**src/rtl/sha_arb_pkg.sv**
```systemverilog
// Shared widths and FSM state type for the sha1 request arbiter.
package sha_arb_pkg;
  localparam int SHA1_ID_W     = 32;
  localparam int SHA1_LEN_W    = 61;
  localparam int SHA1_DIGEST_W = 160;

  typedef enum logic [0:0] {
    IDLE = 1'b0,
    BUSY = 1'b1
  } arb_state_t;
endpackage

```
**src/rtl/sha1_arbiter_if.sv**
```systemverilog
// Requester, core and tagged-result buses of sha1_arbiter.
// Valid/ready: a beat transfers on a rising clk edge where valid and ready are both high; results have no ready.
interface sha1_arbiter_if #(parameter int N = 4);
  import sha_arb_pkg::*;
  localparam int SRC_W = $clog2(N);

  logic [N-1:0]            s_tvalid;
  logic [N-1:0]            s_tready;
  logic [N-1:0]            s_tlast;
  logic [N*SHA1_ID_W-1:0]  s_tid;
  logic [N*8-1:0]          s_tdata;

  logic                    c_tvalid;
  logic                    c_tready;
  logic                    c_tlast;
  logic [SHA1_ID_W-1:0]    c_tid;
  logic [7:0]              c_tdata;

  logic                     c_ovalid;
  logic [SHA1_ID_W-1:0]     c_oid;
  logic [SHA1_LEN_W-1:0]    c_olen;
  logic [SHA1_DIGEST_W-1:0] c_osha;

  logic                     ovalid;
  logic [SRC_W-1:0]         osrc;
  logic [SHA1_ID_W-1:0]     oid;
  logic [SHA1_LEN_W-1:0]    olen;
  logic [SHA1_DIGEST_W-1:0] osha;
  logic                     err;

  modport slave (
    input  s_tvalid, s_tlast, s_tid, s_tdata, c_tready, c_ovalid, c_oid, c_olen, c_osha,
    output s_tready, c_tvalid, c_tlast, c_tid, c_tdata, ovalid, osrc, oid, olen, osha, err
  );

  modport master (
    output s_tvalid, s_tlast, s_tid, s_tdata, c_tready, c_ovalid, c_oid, c_olen, c_osha,
    input  s_tready, c_tvalid, c_tlast, c_tid, c_tdata, ovalid, osrc, oid, olen, osha, err
  );
endinterface

```
**src/rtl/sha_tag_fifo.sv**
```systemverilog
// Synchronous FIFO holding the requester index of each granted message until its digest returns.
module sha_tag_fifo #(
  parameter int W     = 2,
  parameter int DEPTH = 4
) (
  input  logic         clk,
  input  logic         rst,
  input  logic         push_i,
  input  logic         pop_i,
  input  logic [W-1:0] wdata_i,
  output logic [W-1:0] rdata_o,
  output logic         full_o,
  output logic         empty_o
);
  localparam int AW = $clog2(DEPTH);

  logic [W-1:0] mem_q [DEPTH];
  logic [AW:0]  wptr_q, rptr_q;
  logic         do_push, do_pop;

  // Pointers carry one wrap bit so full and empty are distinguishable.
  assign empty_o = (wptr_q == rptr_q);
  assign full_o  = (wptr_q[AW] != rptr_q[AW]) && (wptr_q[AW-1:0] == rptr_q[AW-1:0]);
  assign rdata_o = mem_q[rptr_q[AW-1:0]];
  assign do_push = push_i & ~full_o;
  assign do_pop  = pop_i & ~empty_o;

  always_ff @(posedge clk or posedge rst) begin
    if (rst) begin
      wptr_q <= '0;
      rptr_q <= '0;
      for (int i = 0; i < DEPTH; i++) mem_q[i] <= '0;
    end else begin
      if (do_push) begin
        mem_q[wptr_q[AW-1:0]] <= wdata_i;
        wptr_q <= wptr_q + (AW+1)'(1);
      end
      if (do_pop) rptr_q <= rptr_q + (AW+1)'(1);
    end
  end
endmodule

```
**src/rtl/sha1_arbiter.sv**
```systemverilog
// Message-level round-robin sharing of one sha1 core between N byte-stream requesters,
// with each registered digest tagged by the requester that sent the message.
module sha1_arbiter
  import sha_arb_pkg::*;
#(
  parameter int N     = 4,
  parameter int DEPTH = 4
) (
  input  logic          clk,
  input  logic          rst,
  sha1_arbiter_if.slave bus,
  output arb_state_t    state_o
);
  localparam int SRC_W = $clog2(N);

  // First requester after ptr, wrapping; the lowest scan distance wins.
  function automatic logic [SRC_W-1:0] rr_pick(input logic [N-1:0] req, input logic [SRC_W-1:0] ptr);
    logic [SRC_W-1:0] pick;
    int idx;
    pick = '0;
    for (int k = N; k >= 1; k--) begin
      idx = (int'(ptr) + k) % N;
      if (req[idx]) pick = SRC_W'(idx);
    end
    return pick;
  endfunction

  arb_state_t       state_q, state_d;
  logic [SRC_W-1:0] gnt_q, gnt_d, rr_q, rr_d, pick;
  logic             push, pop, full, empty;
  logic [SRC_W-1:0] head;
  logic             tvalid, tlast;
  logic [SHA1_ID_W-1:0] tid;
  logic [7:0]       tdata;
  logic [N-1:0]     tready;

  logic                     ovalid_q, err_q;
  logic [SRC_W-1:0]         osrc_q;
  logic [SHA1_ID_W-1:0]     oid_q;
  logic [SHA1_LEN_W-1:0]    olen_q;
  logic [SHA1_DIGEST_W-1:0] osha_q;

  always_comb begin
    state_d = state_q;
    gnt_d   = gnt_q;
    rr_d    = rr_q;
    push    = 1'b0;
    pick    = rr_pick(bus.s_tvalid, rr_q);
    tvalid  = 1'b0;
    tlast   = 1'b0;
    tid     = '0;
    tdata   = '0;
    tready  = '0;
    case (state_q)
      IDLE: begin
        if ((|bus.s_tvalid) && !full) begin
          gnt_d   = pick;
          push    = 1'b1;
          state_d = BUSY;
        end
      end
      BUSY: begin
        tvalid        = bus.s_tvalid[gnt_q];
        tlast         = bus.s_tlast[gnt_q];
        tid           = bus.s_tid[int'(gnt_q)*SHA1_ID_W +: SHA1_ID_W];
        tdata         = bus.s_tdata[int'(gnt_q)*8 +: 8];
        tready[gnt_q] = bus.c_tready;
        if (tvalid && bus.c_tready && tlast) begin
          rr_d    = gnt_q;
          state_d = IDLE;
        end
      end
      default: state_d = IDLE;
    endcase
  end

  always_ff @(posedge clk or posedge rst) begin
    if (rst) begin
      state_q <= IDLE;
      gnt_q   <= '0;
      rr_q    <= SRC_W'(N-1);
    end else begin
      state_q <= state_d;
      gnt_q   <= gnt_d;
      rr_q    <= rr_d;
    end
  end

  // A result with no outstanding tag still pulses ovalid; it is flagged through err.
  assign pop = bus.c_ovalid & ~empty;

  sha_tag_fifo #(.W(SRC_W), .DEPTH(DEPTH)) u_tags (
    .clk     (clk),
    .rst     (rst),
    .push_i  (push),
    .pop_i   (pop),
    .wdata_i (pick),
    .rdata_o (head),
    .full_o  (full),
    .empty_o (empty)
  );

  always_ff @(posedge clk or posedge rst) begin
    if (rst) begin
      ovalid_q <= 1'b0;
      osrc_q   <= '0;
      oid_q    <= '0;
      olen_q   <= '0;
      osha_q   <= '0;
      err_q    <= 1'b0;
    end else begin
      ovalid_q <= bus.c_ovalid;
      if (bus.c_ovalid) begin
        osrc_q <= empty ? '0 : head;
        oid_q  <= bus.c_oid;
        olen_q <= bus.c_olen;
        osha_q <= bus.c_osha;
        if (empty) err_q <= 1'b1;
      end
    end
  end

  assign bus.c_tvalid = tvalid;
  assign bus.c_tlast  = tlast;
  assign bus.c_tid    = tid;
  assign bus.c_tdata  = tdata;
  assign bus.s_tready = tready;
  assign bus.ovalid   = ovalid_q;
  assign bus.osrc     = osrc_q;
  assign bus.oid      = oid_q;
  assign bus.olen     = olen_q;
  assign bus.osha     = osha_q;
  assign bus.err      = err_q;
  assign state_o      = state_q;
endmodule

```
**src/flat_wrapper.sv**
```systemverilog
// flat-port wrapper written by rule: the top's interface ports become plain ports
module sha1_arbiter_flat import sha_arb_pkg::*;
#(
  parameter int N     = 4,
  parameter int DEPTH = 4
)
  (clk, rst, state_o, bus_s_tvalid, bus_s_tlast, bus_s_tid, bus_s_tdata, bus_c_tready, bus_c_ovalid, bus_c_oid, bus_c_olen, bus_c_osha, bus_s_tready, bus_c_tvalid, bus_c_tlast, bus_c_tid, bus_c_tdata, bus_ovalid, bus_osrc, bus_oid, bus_olen, bus_osha, bus_err);
  sha1_arbiter_if #(.N(N)) bus_i ();
  input  logic clk;
  input  logic rst;
  output arb_state_t state_o;
  input wire logic [$bits(bus_i.s_tvalid)-1:0] bus_s_tvalid;
  input wire logic [$bits(bus_i.s_tlast)-1:0] bus_s_tlast;
  input wire logic [$bits(bus_i.s_tid)-1:0] bus_s_tid;
  input wire logic [$bits(bus_i.s_tdata)-1:0] bus_s_tdata;
  input wire logic [$bits(bus_i.c_tready)-1:0] bus_c_tready;
  input wire logic [$bits(bus_i.c_ovalid)-1:0] bus_c_ovalid;
  input wire logic [$bits(bus_i.c_oid)-1:0] bus_c_oid;
  input wire logic [$bits(bus_i.c_olen)-1:0] bus_c_olen;
  input wire logic [$bits(bus_i.c_osha)-1:0] bus_c_osha;
  output wire logic [$bits(bus_i.s_tready)-1:0] bus_s_tready;
  output wire logic [$bits(bus_i.c_tvalid)-1:0] bus_c_tvalid;
  output wire logic [$bits(bus_i.c_tlast)-1:0] bus_c_tlast;
  output wire logic [$bits(bus_i.c_tid)-1:0] bus_c_tid;
  output wire logic [$bits(bus_i.c_tdata)-1:0] bus_c_tdata;
  output wire logic [$bits(bus_i.ovalid)-1:0] bus_ovalid;
  output wire logic [$bits(bus_i.osrc)-1:0] bus_osrc;
  output wire logic [$bits(bus_i.oid)-1:0] bus_oid;
  output wire logic [$bits(bus_i.olen)-1:0] bus_olen;
  output wire logic [$bits(bus_i.osha)-1:0] bus_osha;
  output wire logic [$bits(bus_i.err)-1:0] bus_err;
  assign bus_i.s_tvalid = bus_s_tvalid;
  assign bus_i.s_tlast = bus_s_tlast;
  assign bus_i.s_tid = bus_s_tid;
  assign bus_i.s_tdata = bus_s_tdata;
  assign bus_i.c_tready = bus_c_tready;
  assign bus_i.c_ovalid = bus_c_ovalid;
  assign bus_i.c_oid = bus_c_oid;
  assign bus_i.c_olen = bus_c_olen;
  assign bus_i.c_osha = bus_c_osha;
  assign bus_s_tready = bus_i.s_tready;
  assign bus_c_tvalid = bus_i.c_tvalid;
  assign bus_c_tlast = bus_i.c_tlast;
  assign bus_c_tid = bus_i.c_tid;
  assign bus_c_tdata = bus_i.c_tdata;
  assign bus_ovalid = bus_i.ovalid;
  assign bus_osrc = bus_i.osrc;
  assign bus_oid = bus_i.oid;
  assign bus_olen = bus_i.olen;
  assign bus_osha = bus_i.osha;
  assign bus_err = bus_i.err;
  sha1_arbiter #(.N(N), .DEPTH(DEPTH)) u_core (.clk(clk), .rst(rst), .bus(bus_i), .state_o(state_o));
endmodule
```
**config.mk**
```make
export PLATFORM = sky130hd
export DESIGN_NAME = sha1_arbiter_flat
export DESIGN_NICKNAME = d
export VERILOG_FILES = /design/src/rtl/sha_arb_pkg.sv /design/src/rtl/sha1_arbiter_if.sv /design/src/rtl/sha_tag_fifo.sv /design/src/rtl/sha1_arbiter.sv /design/src/flat_wrapper.sv
export SDC_FILE = /design/constraint.sdc
export NUM_CORES = 1
export LEC_CHECK = 0
export ABC_AREA = 1
export CAP_MARGIN = 0
export CELL_PAD_IN_SITES_DETAIL_PLACEMENT = 0
export CELL_PAD_IN_SITES_GLOBAL_PLACEMENT = 2
export CORE_AREA = 2 2 285 287
export DETAILED_ROUTE_END_ITERATION = 8
export DIE_AREA = 0 0 287 289
export PLACE_DENSITY_LB_ADDON = 0.1
export SLEW_MARGIN = 15
export SYNTH_ARGS = -nofsm -noshare
export SYNTH_HDL_FRONTEND = slang
export SYNTH_HIERARCHICAL = 1
export SYNTH_SLANG_ARGS = --single-unit
export TNS_END_PERCENT = 20
```
**constraint.sdc**
```tcl
create_clock -name clk -period 11.19 [get_ports clk]
set_input_delay 1.119 -clock clk [delete_from_list [all_inputs] [get_ports clk]]
set_output_delay 1.119 -clock clk [all_outputs]
set_load 0.01 [all_outputs]
```
==> impl_metrics.json, run 1 <==
{
  "comb_power_share": 0.373,
  "period_needed_ns": 4.51,
  "cp.arrival_ns": 3.39,
  "timing.final.crit_share": 0.403,
  "ios": 729,
  "clock.fmax_mhz": 222,
  "yosys.area_share.simple": 0.318,
  "grt_usage": 0.167,
  "yosys.area.top_type": "dfrtp_1",
  "tritoncts": "yes",
  "hold_path_depth": 2,
  "r2r-start": "u_core/gnt_q[1]",
  "grt.overflow.total": 0,
  "root_buffer": "clkbuf_16",
  "status": "finished, final reports clean",
  "ctsHoldBuffers": 0,
  "clkSlewWorstSetupHoldPaths_ns": 0.05,
  "ir_worst_vdd_uv": 105,
  "routed_via_density": 3.79,
  "clk_latency_ns": 0.55,
  "pwr-share-clk": 0.312,
  "antenna_found_initial": 17,
  "cp-startpoint": "u_core/gnt_q[1]",
  "port-buffer-count": 728,
  "grt_max_degree": 143,
  "synth_cell_types": 34,
  "holdPathEnd": "u_core/bus.osha[34]",
  "muxShareOfSynthArea": 0,
  "syn_nets": 1889,
  "internal_power_w": 0.00246,
  "postSynthAreaPerCell_sq_um": 8.15,
  "synth_seq_cells": 276,
  "cp.required_ns": 10.07,
  "reg2reg_slack_ns": 9.02,
  "core_area_sq_um": 79900,
  "gp_congestion": 0.943,
  "p_per_area_nw_per_um2": 178,
  "cp_max_fo": 41,
  "placed_area_sq_um": 20300,
  "die-area_sq_um": 82900,
  "firstDrtPassIters": 4,
  "first_iter_violations": 600,
  "drive_gt1_frac": 0.0435,
  "ctsResizeCount": 0,
  "stdcell_area_sq_um": 21500,
  "worstSetupEndpointType": "output port",
  "syn_to_final_growth_pct": 80.7,
  "rsz0062_at_grt": "no",
  "grt_first_pass_wirelength_um": 99100,
  "synth_top_family_by_area": "simple AND/OR/NAND/NOR gates",
  "yosysSeqAreaShare": 0.581,
  "rows": 104,
  "setup_viol": 0,
  "power_switching_w": 0.00138,
  "synthAdderAreaFrac": 0.00526,
  "h-tree-depth": 2,
  "skew_ns": 0.0107,
  "pwr-share-seq": 0.315,
  "die-height_um": 289,
  "final.setup.tns_ns": 0,
  "post-route-util": 0.269,
  "r2r_cells": 7,
  "die_w_um": 287,
  "path_class": "flip-flop to output port",
  "timing.rr.end": "u_core/state_o",
  "netlist_top_cells_area": "dfrtp_1, nand2_1, a22oi_1",
  "holdCritPathClass": "flip-flop to flip-flop",
  "drv_cap": 0,
  "synthCells": 1459,
  "post-route-drc-count": 0,
  "synthXorXnorAreaFrac": 0.00210,
  "vias": 12300,
  "fin_nets": 2589,
  "hold_violations": 0,
  "synth_area_sq_um": 11900,
  "cts.sinks": 276,
  "grt_pass1_vias": 12700,
  "worstMarginPinSlew_ns": 1.02,
  "wl_per_cell_um": 22.1,
  "start_util": 0.149,
  "wl_um": 71700,
  "slew_headroom": 0.317,
  "cts_setup_buffers": 0,
  "synth_compound_area_frac": 0.0533,
  "clockBufferDepth": 3,
  "yosysWarnings": 6,
  "switching_share": 0.359,
  "yosysTopAreaCellShare": 0.577,
  "startpoint_type": "flip-flop",
  "leakage_nw": 9.82,
  "drv_slew": 0,
  "hold_start": "u_core/bus.osha[34]",
  "ant_nets": 0,
  "place_hpwl_um": 55000,
  "cts_buffers": 39
}
## sequential cells by signal (all words and copies together), names as in the netlist
register and count:
u_core/gnt_q 2, u_core/bus.osha 160, u_core/u_tags/wptr_q 3, u_core/bus.ovalid 1
u_core/bus.err 1, u_core/bus.osrc 2, u_core/state_o 1, u_core/bus.olen 61
u_core/u_tags/mem_q 8, u_core/bus.oid 32, u_core/u_tags/rptr_q 3, u_core/rr_q 2
## power by group through the flow
stage / sequential [W] / clock (W) / combinational [W]
after CTS: 0.00121 / 0.00126 / 0.00147
after global placement: 0.00122 / 0 / 0.00147
final: 0.00121 / 0.00120 / 0.00143
after detailed placement: 0.00122 / 0 / 0.00146
after floorplan: 0.00124 / 0 / 0.000590
after global routing: 0.00123 / 0.00130 / 0.00155
## metal layers
metal	share of wire	routed length [um]	GRT usage
met3	0.078	5610	0.0576
met5	0.0014	103	0
met1	0.37	26900	0.183
met4	0.017	1200	0.0341
met2	0.53	37900	0.311
## critical path, cell delays in order, from the launching register on
cell and delay (ns):
dfrtp_1 0.57, nand2_1 0.19, inv_2 0.71, nand2_1 0.14, a31oi_1 0.55, clkdlybuf4s50_1 0.66
## layout make-up
cell class                 instances  area [sq um]
fill                            8677         58400
clock buffer                      58          1120
multi-input combinational       1073          4510
sequential                       276          6910
antenna                            3          7.51
tap                             1060          1330
timing repair buffer             740          7390
inverter                          29           124
clock inverter                    10          97.6
## synthesized netlist by cell type (all sizes together)
cell and instances:
inv 28, nand2 925, and2 1, o21ai 5, a22o 2, a21o 1
clkinv 1, nor4 1, buf 35, a31oi 40, ha 5, nand3 20
xnor2 1, dfstp 2, nand4 9, a22oi 40, o22ai 4, xor2 1
a21oi 1, nand3b 1, dfrtp 274, nor3 1, nor2 15, clkbuf 46
## worst max path at each step
stage	end	slack, ns	depth (start not counted)
after floorplan	u_core/bus.err	2.86	1
after global placement	u_core/bus.osha[5]	6.89	6
after detailed placement	u_core/bus.osha[41]	6.84	6
after CTS	bus_c_tid[14]	6.66	5
after global routing	bus_c_tid[19]	6.45	5
final	bus_c_tid[14]	6.68	5
## placed cells by master (no fill, tap or decap), drive strengths merged, types with 2 or more instances in the layout
| cell | instances |
|---|---|
| nand2 | 925 |
| clkdlybuf4s50 | 727 |
| dfrtp | 274 |
| clkbuf | 59 |
| a22oi | 40 |
| a31oi | 40 |
| inv | 30 |
| nand3 | 20 |
| nor2 | 15 |
| buf | 12 |
| nand4 | 9 |
| clkinv | 9 |
| o21ai | 5 |
| ha | 5 |
| o22ai | 4 |
| diode | 3 |
| a22o | 2 |
| dfstp | 2 |
## cells by family (layout without fill, tap and decap cells)
kind of cell	after synthesis	after routing
simple gates	973	973
flops	276	276
buf+inv	110	837
compound gates	93	93
fa+ha+maj	5	5
xor+xnor	2	2
other cells	0	3
## stage by stage
step | power [W] | instances | worst slack [ns] | hold slack (ns)
floorplan | 0.00183 | 1459 | 2.86 | 0.437
global placement | 0.00269 | 3178 | 6.89 | 0.440
detailed placement | 0.00269 | 3178 | 6.84 | 0.457
CTS | 0.00394 | 3246 | 6.66 | 0.472
global route | 0.00407 | 3248 | 6.45 | 0.487
finish | 0.00383 | 3249 | 6.68 | 0.466
Note: power is estimated with default switching activity, not from simulation.
==> inputs of run 2 (changes only) <==
--- a/config.mk
+++ b/config.mk
@@ -9,9 +9,9 @@
 export CAP_MARGIN = 0
 export CELL_PAD_IN_SITES_DETAIL_PLACEMENT = 0
 export CELL_PAD_IN_SITES_GLOBAL_PLACEMENT = 2
-export CORE_AREA = 2 2 285 287
+export CORE_AREA = 2 2 284 286
 export DETAILED_ROUTE_END_ITERATION = 8
-export DIE_AREA = 0 0 287 289
+export DIE_AREA = 0 0 286 288
 export PLACE_DENSITY_LB_ADDON = 0.1
 export SLEW_MARGIN = 15
 export SYNTH_ARGS = -nofsm -noshare
==> constraint.sdc (replaced) <==
create_clock -name clk -period 4.1 [get_ports clk]
set_input_delay 0.41 -clock clk [delete_from_list [all_inputs] [get_ports clk]]
set_output_delay 0.41 -clock clk [all_outputs]
set_load 0.01 [all_outputs]
==> run 2 against run 1 <==
Effect of this change: sequential share of layout area down 0.22 points; total power rose to 2.7 times the previous value; global-route usage shrank 0.38 points; routed wire length is 2.5% lower; first-iteration DRC count fell by 19%; worst hold slack got worse by 0.14 ns; sequential cell count is the same; non-clock buffer count up 9; clock power rose to 2.8 times the previous value; critical path type unchanged; critical endpoint is now bus_c_tid[28]; largest power group unchanged; highest routed layer unchanged.
==> impl_metrics.json, run 2 (same netlist as run 1, synthesis figures left out) <==
{
  "startpoint_type": "flip-flop",
  "leakage_nw": 9.89,
  "post-route-util": 0.272,
  "layout_commonest_cell": "nand2_1",
  "cp_max_fo": 36,
  "hold_violations": 0,
  "worstMarginPinSlew_ns": 1.07,
  "largest_reg_flops": 160,
  "start_util": 0.149,
  "drv_slew": 0,
  "ir_worst_vdd_uv": 254,
  "stdcell_area_sq_um": 21600,
  "final_cell_mix": "nand2_1, clkdlybuf4s50_1, dfrtp_1",
  "ios": 729,
  "ctsResizeCount": 0,
  "ctsHoldBuffers": 0,
  "rsz0062_at_grt": "no",
  "grt_pass1_vias": 12700,
  "vias": 12200,
  "ant_nets": 0,
  "antenna_found_initial": 12,
  "cp.arrival_ns": 3.05,
  "slew_headroom": 0.282,
  "rows": 104,
  "p_per_area_nw_per_um2": 484,
  "skew_ns": 0.0220,
  "crit_family": "buffers and inverters",
  "grt_first_pass_wirelength_um": 97100,
  "grt.overflow.total": 0,
  "setup_viol": 0,
  "routed_via_density": 3.76,
  "clock.fmax_mhz": 289,
  "syn_to_final_growth_pct": 81.9,
  "root_buffer": "clkbuf_16",
  "drive_gt1_frac": 0.0483,
  "grt_usage": 0.163,
  "first_iter_violations": 487,
  "firstDrtPassIters": 4,
  "placed_area_sq_um": 20400,
  "cpPeakStageDelay_ns": 0.65,
  "timing.final.crit_share": 0.843,
  "cpMostUsedCell": "nand2_1",
  "post-route-drc-count": 0,
  "core_area_sq_um": 79600,
  "instances_no_fill": 3256,
  "holdCritPathClass": "primary input to asynchronous set/reset pin",
  "grt_max_degree": 152,
  "cp.required_ns": 3.69,
  "period_needed_ns": 3.46,
  "n_fill_cell": 8640,
  "drv_cap": 0,
  "clockBufferDepth": 3,
  "path_cells": "nand2_1, inv_2, buf_4, nand2_1, a31oi_1, clkdlybuf4s50_1",
  "path_buf_inv": 3,
  "status": "finished, final reports clean",
  "gp_congestion": 0.913,
  "tritoncts": "yes",
  "worstSetupEndpointType": "output port",
  "dp_cells": 3187,
  "place_hpwl_um": 53500,
  "cts.sinks": 276,
  "final.setup.tns_ns": 0,
  "port-buffer-count": 728,
  "clkSlewWorstSetupHoldPaths_ns": 0.05,
  "die_w_um": 286,
  "die-height_um": 288,
  "cts_setup_buffers": 0,
  "crit_slowest_cell": "inv_2",
  "clk_latency_ns": 0.55,
  "die-area_sq_um": 82400,
  "path_class": "flip-flop to output port",
  "cts_buffers": 40,
  "fin_nets": 2599,
  "h-tree-depth": 2,
  "wl_um": 69900,
  "wl_per_cell_um": 21.5
}
-- run 2: cell count changes in the layout (fill, tap and decap cells not counted) --
cell,before,now
inv_6,1,0
clkinv_4,2,0
clkinv_2,5,6
inv_2,5,4
buf_4,11,17
buf_12,1,4
clkbuf_1,12,9
clkinvlp_4,0,2
clkbuf_16,39,41
clkinv_1,0,1
inv_8,2,1
diode_2,3,1
clkbuf_8,8,10
-- run 2: per-layer routing --
layer / GRT usage / vias up / routed length, um
met2: 0.300 / 391 / 36600
met3: 0.0517 / 79 / 4980
met1: 0.183 / 5791 / 26900
li1: - / 5976 / -
met4: 0.0368 / 10 / 1340
met5: 0 / - / 69
-- run 2: cell type report --
type                    instances  area (sq um)  share of cell area
repair buffers                749          7500               0.347
flip-flops and latches        276          6910               0.319
clock inverters                 9          83.8             0.00387
diodes                          1          2.50            0.000116
well taps                    1060          1330              0.0613
multi-input cells            1073          4510               0.208
inverters                      29           120             0.00555
clock buffers                  59          1180              0.0547
-- run 2: power breakdown --
part | switching, W | internal (W)
logic | 0.00202 | 0.00179
clock network | 0.00138 | 0.00200
registers | 0.000245 | 0.00305
total | 0.00364 | 0.00684
-- run 2: path summary, 6_finish.rpt --
| kind | slack, ns | cells after the start | from | endpoint |
|---|---|---|---|---|
| max | 0.64 | 6 | u_core/gnt_q[1] | bus_c_tid[28] |
| min | 0.33 | 2 | rst | u_core/u_tags/wptr_q[2] |
| max reg2reg | 1.62 | 9 | u_core/u_tags/rptr_q[0] | u_core/u_tags/mem_q[1] |
| min reg2reg | 0.47 | 2 | u_core/bus.osha[121] | u_core/bus.osha[121] |
| max in group asynchronous | 2.90 | 3 | rst | u_core/bus.osha[50] |
| min in group clk | 0.36 | 3 | bus_c_ovalid | u_core/bus.osha[46] |
-- run 2: through the flow --
stage / worst slack, ns / hold WS [ns] / total power [W]
detailed placement: 1.19 / 0.457 / 0.00722
finish: 0.643 / 0.330 / 0.0105
global route: 0.471 / 0.351 / 0.0111
global placement: 1.22 / 0.440 / 0.00722
CTS: 0.557 / 0.319 / 0.0107
floorplan: 0.236 / 0.299 / 0.00500
==> inputs of run 3 (changes only) <==
==> constraint.sdc (replaced) <==
create_clock -name clk -period 2.81 [get_ports clk]
set_input_delay 0.281 -clock clk [delete_from_list [all_inputs] [get_ports clk]]
set_output_delay 0.281 -clock clk [all_outputs]
set_load 0.01 [all_outputs]
==> run 3 against run 2 <==
Effect of this change: total power rose by 43%; global-route usage down 0.40 points; die area did not move; sequential cell count unchanged; clock power is 36% higher; non-clock buffer count increased by 7; clock-buffer cell count shrank 1; critical path depth grew 1; design area is 0.27% higher; first-iteration DRC count rose by 20%; clock skew shrank 0.018 ns; critical endpoint is now bus_c_tid[7].
==> impl_metrics.json, run 3 (same netlist as run 1, synthesis figures left out) <==
{
  "status": "finished, final reports clean",
  "grt_max_degree": 129,
  "clk_latency_ns": 0.53,
  "die-area_sq_um": 82400,
  "vias": 12400,
  "cp.arrival_ns": 2.40,
  "fin_nets": 2605,
  "crit_slowest_cell": "clkdlybuf4s50_1",
  "cp_max_fo": 16,
  "cts.sinks": 276,
  "worstMarginPinSlew_ns": 0.673,
  "grt_usage": 0.159,
  "clock.fmax_mhz": 373,
  "p_per_area_nw_per_um2": 693,
  "cpPeakStageDelay_ns": 0.59,
  "gp_congestion": 0.939,
  "ir_worst_vdd_uv": 365,
  "post-route-drc-count": 0,
  "clockBufferDepth": 3,
  "hold_violations": 0,
  "ios": 729,
  "cp.required_ns": 2.53,
  "path_buf_inv": 4,
  "port-buffer-count": 728,
  "h-tree-depth": 2,
  "wl_um": 68400,
  "clkSlewWorstSetupHoldPaths_ns": 0.05,
  "layout_commonest_cell": "nand2_1",
  "start_util": 0.149,
  "multi_input_area_sq_um": 4510,
  "ant_nets": 0,
  "rows": 104,
  "holdCritPathClass": "primary input to asynchronous set/reset pin",
  "setup_viol": 0,
  "root_buffer": "clkbuf_16",
  "core_area_sq_um": 79600,
  "worstSetupEndpointType": "output port",
  "power_w": 0.0150,
  "die-height_um": 288,
  "leakage_nw": 9.99,
  "cp-startpoint": "u_core/gnt_q[0]",
  "slew_headroom": 0.551,
  "drive_gt1_frac": 0.0474,
  "grt_pass1_vias": 12600,
  "skew_ns": 0.00413,
  "place_hpwl_um": 51900,
  "n_fill_cell": 8762,
  "crit_family": "buffers and inverters",
  "regArea_sq_um": 6910,
  "rsz0062_at_grt": "no",
  "die_w_um": 286,
  "wl_per_cell_um": 20.9,
  "final_cell_mix": "nand2_1, clkdlybuf4s50_1, dfrtp_1",
  "antenna_found_initial": 17,
  "routed_via_density": 3.79,
  "drv_slew": 0,
  "firstDrtPassIters": 5,
  "tritoncts": "yes",
  "path_cells": "inv_2, nand2_4, inv_6, buf_12, nand2_1, a31oi_1, clkdlybuf4s50_1",
  "timing.final.crit_share": 0.954,
  "drv_cap": 0,
  "period_needed_ns": 2.68,
  "first_iter_violations": 586,
  "grt.overflow.total": 0,
  "r2r-start": "u_core/u_tags/rptr_q[0]",
  "final.setup.tns_ns": 0,
  "grt_first_pass_wirelength_um": 95100,
  "startpoint_type": "flip-flop",
  "cts_buffers": 39,
  "largest_reg_flops": 160,
  "path_class": "flip-flop to output port",
  "syn_to_final_growth_pct": 82.4
}
-- run 3: through the flow --
step | util | std cells | setup WS (ns) | instance area [sq um] | hold slack (ns)
6_report | 0.272 | 3265 | 0.128 | 21700 | 0.145
4_1_cts | 0.272 | 3255 | 0.000242 | 21600 | 0.110
2_1_floorplan | - | 1459 | -0.925 | 11900 | 0.170
5_1_grt | 0.272 | 3262 | 0.00401 | 21700 | 0.134
3_3_place_gp | 0.257 | 3193 | 0.458 | 20500 | 0.450
3_5_place_dp | 0.257 | 3193 | 0.412 | 20500 | 0.454
-- run 3: cell type report --
| class | count | area share |
|---|---|---|
| timing repair buffer | 756 | 0.353 |
| sequential | 276 | 0.319 |
| multi-input combinational | 1073 | 0.208 |
| tap | 1060 | 0.0611 |
| clock buffer | 58 | 0.0506 |
| inverter | 29 | 0.00577 |
| clock inverter | 4 | 0.00179 |
| antenna | 9 | 0.00104 |
-- run 3: repair_timing --
item | 4_1_cts | 5_1_grt
setup endpoints to repair | 41 | 29
cloned | 0 | 1
setup buffers | 0 | 0
gates resized for setup | 10 | 8
hold buffers | 0 | 0
-- run 3: layer usage --
metal	routed length, um	up-vias	part of all wire	track usage
met1	25500	5887	0.37	0.177
met3	6260	78	0.091	0.0639
met2	35500	405	0.52	0.285
met5	121	-	0.0018	0
met4	1040	18	0.015	0.0366
li1	-	5992	-	-
-- run 3: final timing paths --
kind / to / slack, ns / depth (start not counted)
max: bus_c_tid[7] / 0.13 / 7
min: u_core/bus.osha[43] / 0.15 / 2
max reg2reg: u_core/u_tags/mem_q[0] / 0.89 / 10
min reg2reg: u_core/bus.err / 0.46 / 1
max in group asynchronous: u_core/bus.osha[73] / 1.76 / 4
min in group clk: u_core/bus.osha[79] / 0.16 / 3
-- run 3: power by group --
group          leakage [nW]  internal, W  switching, W
Clock                 0.555      0.00268       0.00191
Combinational          6.08      0.00265       0.00297
Sequential             3.36      0.00445      0.000359
Total                  9.99      0.00979       0.00524
